File: config.mk
export PLATFORM = sky130hd
export DESIGN_NAME = fetch_issue_queue_flat
export DESIGN_NICKNAME = d
export VERILOG_FILES = /design/src/rtl/fetch_issue_queue_if.sv /design/src/rtl/fetch_issue_queue.sv /design/src/flat_wrapper.sv
export SDC_FILE = /design/constraint.sdc
export NUM_CORES = 1
export LEC_CHECK = 0
export BUFFER_PORTS_ARGS = -buffer_cell sky130_fd_sc_hd__buf_2
export CORE_MARGIN = 8
export CORE_UTILIZATION = 50
export CTS_CLUSTER_SIZE = 25
export DETAILED_ROUTE_END_ITERATION = 10
export HOLD_SLACK_MARGIN = 0.03
export PLACE_DENSITY = 0.73
export SETUP_SLACK_MARGIN = 0.02
export SLEW_MARGIN = 20
export SYNTH_ARGS = -nofsm -noshare
export SYNTH_HDL_FRONTEND = slang
export SYNTH_SLANG_ARGS = --single-unit
File: constraint.sdc
create_clock -name clk -period 4.75 [get_ports clk]
set_input_delay 0.2375 -clock clk [delete_from_list [all_inputs] [get_ports clk]]
set_output_delay 0.2375 -clock clk [all_outputs]
set_load 0.01 [all_outputs]
File: src/rtl/fetch_issue_queue_if.sv
// Fetch/decode side bundle of the fetch issue queue: enqueue group, dequeue request,
// presented lanes and occupancy status.
interface fetch_issue_queue_if #(
  parameter int ISSUE_W = 2,
  parameter int DEPTH   = 8,
  parameter int INSTR_W = 32,
  parameter int PC_W    = 8
);
  localparam int CNT_W = $clog2(DEPTH + 1);
  localparam int DN_W  = $clog2(ISSUE_W + 1);

  logic                       enable;
  logic                       flush;
  logic [ISSUE_W-1:0]         in_valid;
  logic [ISSUE_W*INSTR_W-1:0] in_instr;
  logic [ISSUE_W*PC_W-1:0]    in_pc;
  logic                       in_ready;
  logic [ISSUE_W-1:0]         out_valid;
  logic [ISSUE_W*INSTR_W-1:0] out_instr;
  logic [ISSUE_W*PC_W-1:0]    out_pc;
  logic [DN_W-1:0]            deq_num;
  logic [CNT_W-1:0]           count;
  logic                       empty;
  logic                       full;

  modport master (
    output enable, flush, in_valid, in_instr, in_pc, deq_num,
    input  in_ready, out_valid, out_instr, out_pc, count, empty, full
  );

  modport slave (
    input  enable, flush, in_valid, in_instr, in_pc, deq_num,
    output in_ready, out_valid, out_instr, out_pc, count, empty, full
  );
endinterface

File: src/rtl/fetch_issue_queue.sv
// Multi-lane circular instruction buffer between fetch and decode: up to ISSUE_W
// {instr, pc} entries in and out per cycle, with stall (enable) and flush.
module fetch_issue_queue #(
  parameter int ISSUE_W = 2,
  parameter int DEPTH   = 8,
  parameter int INSTR_W = 32,
  parameter int PC_W    = 8
) (
  input  logic                clk,
  input  logic                rst,
  fetch_issue_queue_if.slave  bus
);
  localparam int PTR_W = $clog2(DEPTH);
  localparam int CNT_W = $clog2(DEPTH + 1);

  logic [INSTR_W-1:0] r_instr [DEPTH];
  logic [PC_W-1:0]    r_pc    [DEPTH];
  logic [PTR_W-1:0]   r_head;
  logic [PTR_W-1:0]   r_tail;
  logic [CNT_W-1:0]   r_count;

  logic               w_ready;
  logic               w_enq_fire;
  logic               w_run;
  logic [CNT_W-1:0]   w_n_valid;
  logic [CNT_W-1:0]   w_n_enq;
  logic [CNT_W-1:0]   w_n_deq;
  logic [ISSUE_W-1:0] w_lane_we;

  // Space check uses the pre-dequeue count so in_ready never depends on deq_num.
  assign w_ready    = (CNT_W'(DEPTH) - r_count) >= CNT_W'(ISSUE_W);
  assign w_enq_fire = bus.enable & w_ready & ~bus.flush;

  // NOTE: every always_comb output gets a default first, so no path leaves it
  // unassigned and no latch is inferred.
  always_comb begin
    w_n_valid = '0;
    w_run     = 1'b1;
    for (int i = 0; i < ISSUE_W; i++) begin
      w_run = w_run & bus.in_valid[i];
      if (w_run) w_n_valid = w_n_valid + CNT_W'(1);
    end
  end

  // Only the leading contiguous valid lanes are taken; a gap ends the group.
  always_comb begin
    w_n_enq   = w_enq_fire ? w_n_valid : '0;
    w_lane_we = '0;
    for (int i = 0; i < ISSUE_W; i++) begin
      w_lane_we[i] = w_enq_fire && (CNT_W'(i) < w_n_valid);
    end
  end

  always_comb begin
    w_n_deq = CNT_W'(bus.deq_num);
    if (w_n_deq > r_count)         w_n_deq = r_count;
    if (w_n_deq > CNT_W'(ISSUE_W)) w_n_deq = CNT_W'(ISSUE_W);
  end

  // NOTE: sequential state uses non-blocking assignments so every register
  // samples the pre-edge values regardless of statement order.
  always_ff @(posedge clk or negedge rst) begin
    if (!rst) begin
      r_head  <= '0;
      r_tail  <= '0;
      r_count <= '0;
    end else if (bus.enable) begin
      if (bus.flush) begin
        r_head  <= '0;
        r_tail  <= '0;
        r_count <= '0;
      end else begin
        r_head  <= r_head + PTR_W'(w_n_deq);
        r_tail  <= r_tail + PTR_W'(w_n_enq);
        r_count <= r_count + w_n_enq - w_n_deq;
      end
    end
  end

  // NOTE: the storage array is reset as well, so the don't-care data on
  // invalid read lanes is a defined zero rather than X after reset.
  always_ff @(posedge clk or negedge rst) begin
    if (!rst) begin
      for (int e = 0; e < DEPTH; e++) begin
        r_instr[e] <= '0;
        r_pc[e]    <= '0;
      end
    end else begin
      for (int i = 0; i < ISSUE_W; i++) begin
        if (w_lane_we[i]) begin
          r_instr[r_tail + PTR_W'(i)] <= bus.in_instr[i*INSTR_W +: INSTR_W];
          r_pc[r_tail + PTR_W'(i)]    <= bus.in_pc[i*PC_W +: PC_W];
        end
      end
    end
  end

  // Read lanes wrap naturally because DEPTH is a power of two.
  for (genvar g = 0; g < ISSUE_W; g++) begin : g_rd_lane
    assign bus.out_instr[g*INSTR_W +: INSTR_W] = r_instr[r_head + PTR_W'(g)];
    assign bus.out_pc[g*PC_W +: PC_W]          = r_pc[r_head + PTR_W'(g)];
    assign bus.out_valid[g]                    = r_count > CNT_W'(g);
  end

  assign bus.in_ready = w_ready;
  assign bus.count    = r_count;
  assign bus.empty    = (r_count == '0);
  assign bus.full     = (r_count == CNT_W'(DEPTH));
endmodule

File: src/flat_wrapper.sv
// flat-port wrapper written by rule: the top's interface ports become plain ports
module fetch_issue_queue_flat 
#(
  parameter int ISSUE_W = 2,
  parameter int DEPTH   = 8,
  parameter int INSTR_W = 32,
  parameter int PC_W    = 8
)
  (clk, rst, bus_enable, bus_flush, bus_in_valid, bus_in_instr, bus_in_pc, bus_deq_num, bus_in_ready, bus_out_valid, bus_out_instr, bus_out_pc, bus_count, bus_empty, bus_full);
  fetch_issue_queue_if #(.ISSUE_W(ISSUE_W), .DEPTH(DEPTH), .INSTR_W(INSTR_W), .PC_W(PC_W)) bus_i ();
  input  logic clk;
  input  logic rst;
  input wire logic [$bits(bus_i.enable)-1:0] bus_enable;
  input wire logic [$bits(bus_i.flush)-1:0] bus_flush;
  input wire logic [$bits(bus_i.in_valid)-1:0] bus_in_valid;
  input wire logic [$bits(bus_i.in_instr)-1:0] bus_in_instr;
  input wire logic [$bits(bus_i.in_pc)-1:0] bus_in_pc;
  input wire logic [$bits(bus_i.deq_num)-1:0] bus_deq_num;
  output wire logic [$bits(bus_i.in_ready)-1:0] bus_in_ready;
  output wire logic [$bits(bus_i.out_valid)-1:0] bus_out_valid;
  output wire logic [$bits(bus_i.out_instr)-1:0] bus_out_instr;
  output wire logic [$bits(bus_i.out_pc)-1:0] bus_out_pc;
  output wire logic [$bits(bus_i.count)-1:0] bus_count;
  output wire logic [$bits(bus_i.empty)-1:0] bus_empty;
  output wire logic [$bits(bus_i.full)-1:0] bus_full;
  assign bus_i.enable = bus_enable;
  assign bus_i.flush = bus_flush;
  assign bus_i.in_valid = bus_in_valid;
  assign bus_i.in_instr = bus_in_instr;
  assign bus_i.in_pc = bus_in_pc;
  assign bus_i.deq_num = bus_deq_num;
  assign bus_in_ready = bus_i.in_ready;
  assign bus_out_valid = bus_i.out_valid;
  assign bus_out_instr = bus_i.out_instr;
  assign bus_out_pc = bus_i.out_pc;
  assign bus_count = bus_i.count;
  assign bus_empty = bus_i.empty;
  assign bus_full = bus_i.full;
  fetch_issue_queue #(.ISSUE_W(ISSUE_W), .DEPTH(DEPTH), .INSTR_W(INSTR_W), .PC_W(PC_W)) u_core (.clk(clk), .rst(rst), .bus(bus_i));
endmodule
==> results by group, run 1 <==
STA
  • Final min period: slightly below 4 ns
  • # setup viols final: 0
  • Measured slew at the worst slew-check pin: around 1.2 ns
  • Fin Setup TNS: 0 ns
  • Unrepaired setup endpoints after global routing: no
  • Max_slew headroom: about a fifth
  • Fin. Hold Viols: 0
  • Max Fclk: around 0.26 GHz
  • Final worst setup slack: 0.8416 ns
  • Skew final: about 0.030 ns
  • Worst hold margin: ~0.042 ns
  • Fin crit share: approximately 82%
  • Final Max Tran Viols: 0

Die
  • Core box area: between 0.04 and 0.05 mm^2
  • Die W: between 200 and 250 um
  • Starting Density: between 50% and 60%
  • Die area: around 0.05 mm^2
  • Die height: ~220 um
  • Row cnt: between 70 and 80
  • I/O Pins: between 150 and 200

Logic synthesis
  • Seq/Total Area, Yosys: roughly two fifths
  • Synth Area in Simple Gates: between 20 and 25%
  • Number of enable flip-flop cells after synthesis: 0
  • Adder-cell share of the synthesized area: 1.299%
  • Synthesized Nets: about 2.4k
  • Cell Area, Synth: approximately 0.022 mm^2
  • Yosys reg bits: 330
  • Fraction of synthesized area in multiplexers: 18.89%
  • Synth cell types: 46
  • Post-Synth XOR/XNOR Area: less than 1%
  • Area leader, netlist: dfrtp_1
  • Synth Flop Type: dfrtp_1
  • Synth Instances: ~2.3k
  • Synth Area in Compound Gates: 11.92%
  • Synth area leaders: dfrtp_1, mux4_2, nand2_1
  • Largest family of logic cells by synthesized area: simple AND/OR/NAND/NOR gates
  • Commonest cells post-synth: nand2_1, dfrtp_1, nor2_1
  • Top-count cell post-synth: nand2_1
  • FFs w/ async S/R, synth: 100.0%
  • Syn. warnings: 0
  • Syn_area_per_cell: between 9 and 10 um^2
  • Top-area cell type share of the netlist area: between 30% and 40%

Clocking
  • Worst-Skew Late Latency: ~0.55 ns
  • CTS tree: yes
  • Clk buf depth: 3
  • CTS Sinks: 330
  • Num CTS Buffers: 38
  • Clock Tree Root: clkbuf_16
  • H-Tree Depth: 2
  • Postcts setup bufs: 0
  • Clk slew on worst S/H paths: ~0.060 ns

Pwr
  • VDD IR max: roughly 0.00035 V
  • Power Density: 650.6 mW/mm^2
  • Standby leakage power: between 10 and 15 nW

Worst setup path
  • Crit path DAT: between 4 and 5 ns
  • CP startpoint kind: flop
  • Crit-path max FO: between 60 and 70
  • Crit path kind: flop to flop
  • Worst endpoint required time: about 5.2 ns
  • Setup crit end kind: flop

Layout
  • Non-Filler Instances: 2972
  • Fraction of layout cells with a size suffix above 1: between 20% and 30%
  • Synthesis-to-finish area growth: 8.564%
  • Final Core Density: a little over half
  • Fin nets: about 2.5k

Placement
  • I/O Buffers: around 180
  • Dpl hpwl: 41460 um
  • GPL Wtd Cong: 0.8528
  • Post-Place Setup Slack: between 0.9 and 1 ns
  • Placed insts: 2860

Global route
  • Number of global-route vias before repair: between 15k and 20k
  • Global-route wire length before repair: approximately 110000 um
  • Largest net degree at the start of global routing: about 160
  • Antenna violations before repair: 9
  • Total grt overflow: 0
  • GRT Total Usage: 27.58%

Detailed routing
  • Drt initial violations: approximately 2.2k
  • 1st-pass router iterations: 8
  • Via count: between 15k and 20k
  • Routed wire length: 70500 um
  • Final ANT Viol Nets: 0
  • Drt via density: around 6.3
  • Wire length per cell: roughly 24 um
  • Drc violations: 0

Hold path
  • Hold WC Path Type: input pin to flop

Job
  • Max-Cap Viols: 0

Outcome
  • Status: complete, no violations
==> worst max-delay path, cell delays in order, from the launching register on <==
cell and delay (ns):
dfrtp_1 0.43, inv_1 0.14, ha_1 0.28, xor2_1 0.17, and4_1 0.15, buf_4 0.22, inv_1 0.39, nand4_1 0.74
buf_12 0.50, nor2_1 0.13, a31oi_1 0.05, dlygate4sd3_1 0.58
==> logic make-up after synthesis <==
logic type	Yosys count
AND/OR/NAND/NOR	1099
AO/OA/AOI/OAI	378
flip-flops	330
buffers and inverters	297
multiplexers	202
adder cells (fa/ha/maj)	20
XOR/XNOR	6
==> metal layers <==
metal	wire length (um)	vias up	track usage [%]
met4	2593	14	11.19
met1	27560	9313	36.05
met3	7499	224	6.997
li1	-	8096	-
met2	32760	1148	43.71
met5	86	-	0
==> sequential cells by signal, indices dropped and copies added, names as in the netlist <==
| signal | cells |
|---|---|
| u_core.r_tail | 3 |
| u_core.r_head | 3 |
| u_core.r_instr | 256 |
| u_core.r_pc | 64 |
| u_core.bus.count | 4 |
==> final timing paths <==
check | startpoint | end | slack (ns) | depth (start not counted)
max reg2reg | u_core.bus.count[0] | u_core.r_pc[43] | 0.84 | 11
min in group asynchronous | rst | u_core.r_pc[58] | 0.33 | 2
min | bus_in_instr[14] | u_core.r_instr[206] | 0.04 | 3
min reg2reg | u_core.r_instr[63] | u_core.r_instr[63] | 0.54 | 2
max in group asynchronous | rst | u_core.r_instr[90] | 3.07 | 3
max | u_core.bus.count[0] | u_core.r_pc[43] | 0.84 | 11
==> repair_timing <==
item,4_1_cts,5_1_grt
endpoints found under the setup margin,0,0
hold buffers,46,0
hold endpoints to repair,218,0
gates resized for setup,0,0
==> power by group <==
group          leakage (nW)  switching [mW]  internal [mW]
Sequential             4.22           0.973           4.02
Combinational          5.27            3.70           3.77
Clock                 0.558            1.18           1.60
==> placed cells by master (no fill, tap or decap), types with 4 or more instances in the layout <==
cell type,instances
a21oi_2,80
nor4_4,7
clkbuf_8,6
clkbuf_1,12
buf_12,5
inv_1,18
dfrtp_1,327
nor2_1,322
o22ai_1,6
ha_1,15
buf_2,175
a31oi_1,279
dlygate4sd3_1,46
mux4_2,160
o21ai_0,4
or4_2,6
nand2_1,732
clkbuf_16,39
clkinv_2,4
buf_4,40
fa_1,4
mux2_2,42
==> metrics by stage <==
stage | power [mW] | area, um^2
floorplan | 10.04 | 21580
global placement | 12.09 | 21790
detailed placement | 12.36 | 21790
CTS | 15.23 | 23390
global route | 16.10 | 23420
finish | 15.24 | 23430
==> cell type report <==
| class | count | area [um^2] |
|---|---|---|
| fillers | 3699 | 19460 |
| multi-input cells | 1705 | 11430 |
| flip-flops and latches | 330 | 8267 |
| repair buffers | 268 | 1779 |
| clock buffers | 57 | 1104 |
| well taps | 585 | 732.0 |
| inverters | 19 | 71.32 |
| clock inverters | 6 | 36.28 |
| diodes | 2 | 5.005 |
No activity file was read; power rests on OpenSTA's default activity.
==> run 2: changes to the inputs <==
- PLACE_DENSITY: 0.73 -> 0.75
- clock period: 4.75 -> 3.2 ns (I/O delays scaled with it)
==> run 2 against run 1 <==
Compared with the run above: critical path depth up 2; sequential share of layout area shrank 1.3 points; non-clock buffer count is 53 higher; power rose by 52%; utilization rose by 2.1 points; routed wire length rose by 4.7%; register-to-register slack lost 0.72 ns; worst setup slack worse by 0.72 ns; cell area up 3.9%; first-iteration DRC count up 24%; critical path type unchanged; largest power group unchanged.
==> results by group, run 2 (synthesis results as in run 1) <==
Outcome
  • Status: complete, no violations (unchanged)

STA
  • Final worst setup slack: 0.1196 ns (was 0.8416 ns)
  • Fin. Hold Viols: 0 (unchanged)
  • Fin crit share: 96.26% (was 82.28%)
  • Final min period: 3.080 ns (was 3.908 ns)
  • Final Max Tran Viols: 0 (unchanged)
  • # setup viols final: 0 (unchanged)
  • Max Fclk: 0.3246 GHz (was 0.2559 GHz)
  • Worst hold margin: 0.1167 ns (was 0.04158 ns)
  • Measured slew at the worst slew-check pin: 0.8571 ns (was 1.187 ns)
  • Skew final: 0.02546 ns (was 0.02988 ns)
  • Max_slew headroom: 42.86% (was 20.85%)
  • Fin Setup TNS: 0 ns (unchanged)

Global route
  • Global-route wire length before repair: 111700 um (was 108900 um)
  • Largest net degree at the start of global routing: 163 (unchanged)
  • Number of global-route vias before repair: 19.46k (was 19.02k)
  • Antenna violations before repair: 9 (unchanged)
  • GRT Total Usage: 28.54% (was 27.58%)
  • Total grt overflow: 0 (unchanged)

Layout
  • Fraction of layout cells with a size suffix above 1: 25.43% (was 24.49%)
  • Design Area, Final: 0.02433 mm^2 (was 0.02343 mm^2)
  • Multi-input gate area: 0.01148 mm^2 (was 0.01143 mm^2)
  • Sequential Area: 0.008269 mm^2 (was 0.008267 mm^2)
  • Leading cell type in the layout, fill and taps excluded: nand2_1 (unchanged)
  • Commonest cells after routing, fill and taps aside: nand2_1, dfrtp_1, nor2_1, a31oi_1, buf_2 (unchanged)
  • Max FFs per register: 256 (unchanged)
  • Fin nets: 2522 (was 2470)
  • Filler instances: 3636 (was 3699)
  • Top reg by flops: u_core.r_instr (unchanged)
  • Final Core Density: 56.74% (was 54.62%)
  • Synthesis-to-finish area growth: 12.77% (was 8.564%)

Hold path
  • Hold WC Path Type: input pin to flop (unchanged)

Job
  • Max-Cap Viols: 0 (unchanged)

Clocking
  • H-Tree Depth: 2 (unchanged)
  • CTS tree: yes (unchanged)
  • CTS Sinks: 330 (unchanged)
  • Clk slew on worst S/H paths: 0.06 ns (about the same)
  • Worst-Skew Late Latency: 0.56 ns (was 0.55 ns)
  • Clock Tree Root: clkbuf_16 (unchanged)
  • Clk buf depth: 3 (unchanged)
  • Num CTS Buffers: 37 (was 38)

Detailed routing
  • Routed wire length: 73830 um (was 70500 um)
  • Drc violations: 0 (unchanged)
  • 1st-pass router iterations: 8 (unchanged)
  • Via count: 19.50k (was 18.80k)
  • Wire length per cell: 24.33 um (was 23.72 um)
  • Final ANT Viol Nets: 0 (unchanged)
  • Drt initial violations: 2699 (was 2170)
  • Drt via density: 6.428 (was 6.324)

Worst setup path
  • CP startpoint kind: flop (unchanged)
  • Crit path DAT: 3.51 ns (was 4.33 ns)
  • Crit-path max FO: 4 (was 68)
  • Worst endpoint required time: 3.63 ns (was 5.17 ns)
  • Crit path kind: flop to flop (unchanged)
  • Setup crit end kind: flop (unchanged)

Die
  • I/O Pins: 177 (unchanged)
  • Die W: 223.7 um (unchanged)
  • Core box area: 0.04289 mm^2 (unchanged)
  • Starting Density: 50.32% (unchanged)
  • Die area: 0.05006 mm^2 (unchanged)
  • Row cnt: 76 (unchanged)
  • Die height: 223.7 um (unchanged)

Pwr
  • Sw Ratio: 38.61% (was 38.41%)
  • Standby leakage power: 10.42 nW (was 10.05 nW)
  • P_int: 14.25 mW (was 9.386 mW)
  • P_sw: 8.965 mW (was 5.854 mW)
  • Clk pwr share: 18.6% (was 18.2%)
  • Power Density: 954.1 mW/mm^2 (was 650.6 mW/mm^2)
  • Combinational Power Share: 49.2% (was 49.0%)
  • Sequential Power Share: 32.2% (was 32.7%)
  • VDD IR max: 0.0006541 V (was 0.0003547 V)

Placement
  • Dpl hpwl: 40710 um (was 41460 um)
  • Placed cell area: 0.02213 mm^2 (was 0.02179 mm^2)
  • I/O Buffers: 176 (unchanged)
  • Post-Place Setup Slack: 0.02854 ns (was 0.9467 ns)
  • GPL Wtd Cong: 0.8408 (was 0.8528)
## run 2: cell count changes in the layout (fill, tap and decap cells not counted), moves of 3 or more
cell	delta
clkbuf_8	+7
diode_2	+5
buf_4	-7
ha_1	-3
dlygate4sd3_1	+39
clkinv_2	+4
inv_1	-4
clkbuf_1	-6
buf_12	+19
inv_2	+4
## run 2: metal layers
metal,track usage (%),vias up,wire (um)
met5,0,-,40
met4,15.02,6,3709
met3,7.311,315,9610
met2,42.76,1513,33000
met1,38.02,9443,27460
li1,-,8227,-
## run 2: worst max-delay path, cell delays in order (launching register included)
cell and delay (ns):
dfrtp_1 0.42, inv_2 0.11, ha_4 0.21, nor2b_1 0.12, o211ai_1 0.26, mux2_4 0.35
fa_1 0.50, inv_2 0.06, ha_4 0.20, a21o_1 0.16, a21oi_2 0.13, xnor2_1 0.13
nor2_1 0.07, mux2_2 0.26
## run 2: final cells by class
class / instances / area share, %
Multi-Input combinational cell: 1705 / 47.19
Timing Repair Buffer: 321 / 10.41
Clock buffer: 58 / 4.839
Antenna cell: 7 / 0.07199
Tap cell: 585 / 3.008
Inverter: 19 / 0.2931
Sequential cell: 330 / 33.98
Clock inverter: 9 / 0.2005
## run 2: power groups by stage
stage	logic (mW)	clock network, mW	registers (mW)
after detailed placement	11.1	0	7.43
after floorplan	8.06	0	6.88
final	11.4	4.33	7.46
after global routing	12.3	4.51	7.63
after CTS	11.3	4.35	7.37
after global placement	10.8	0	7.25
## run 2: final timing paths
kind / startpoint / endpoint / slack [ns] / depth (start not counted)
worst max-delay path: u_core.bus.count[1] / u_core.bus.count[3] / 0.12 / 13
worst min-delay path: bus_in_valid[1] / u_core.r_tail[1] / 0.12 / 4
worst max register to register: u_core.bus.count[1] / u_core.bus.count[3] / 0.12 / 13
max in group asynchronous: rst / u_core.r_instr[88] / 1.91 / 3
min in group asynchronous: rst / u_core.r_pc[51] / 0.23 / 2
worst min register to register: u_core.r_instr[52] / u_core.r_instr[52] / 0.54 / 2
## run 2: per-stage QoR
| stage | std cells | power, mW |
|---|---|---|
| after floorplan | 2332 | 14.94 |
| after global placement | 2870 | 18.08 |
| after detailed placement | 2870 | 18.54 |
| after CTS | 3022 | 22.97 |
| after global routing | 3033 | 24.42 |
| final | 3034 | 23.22 |
## run 2: what timing repair did
action,CTS,global route
buffers inserted,0,3
hold buffers,85,0
hold endpoints to repair,416,0
endpoints found under the setup margin,0,13
resized for setup,0,10
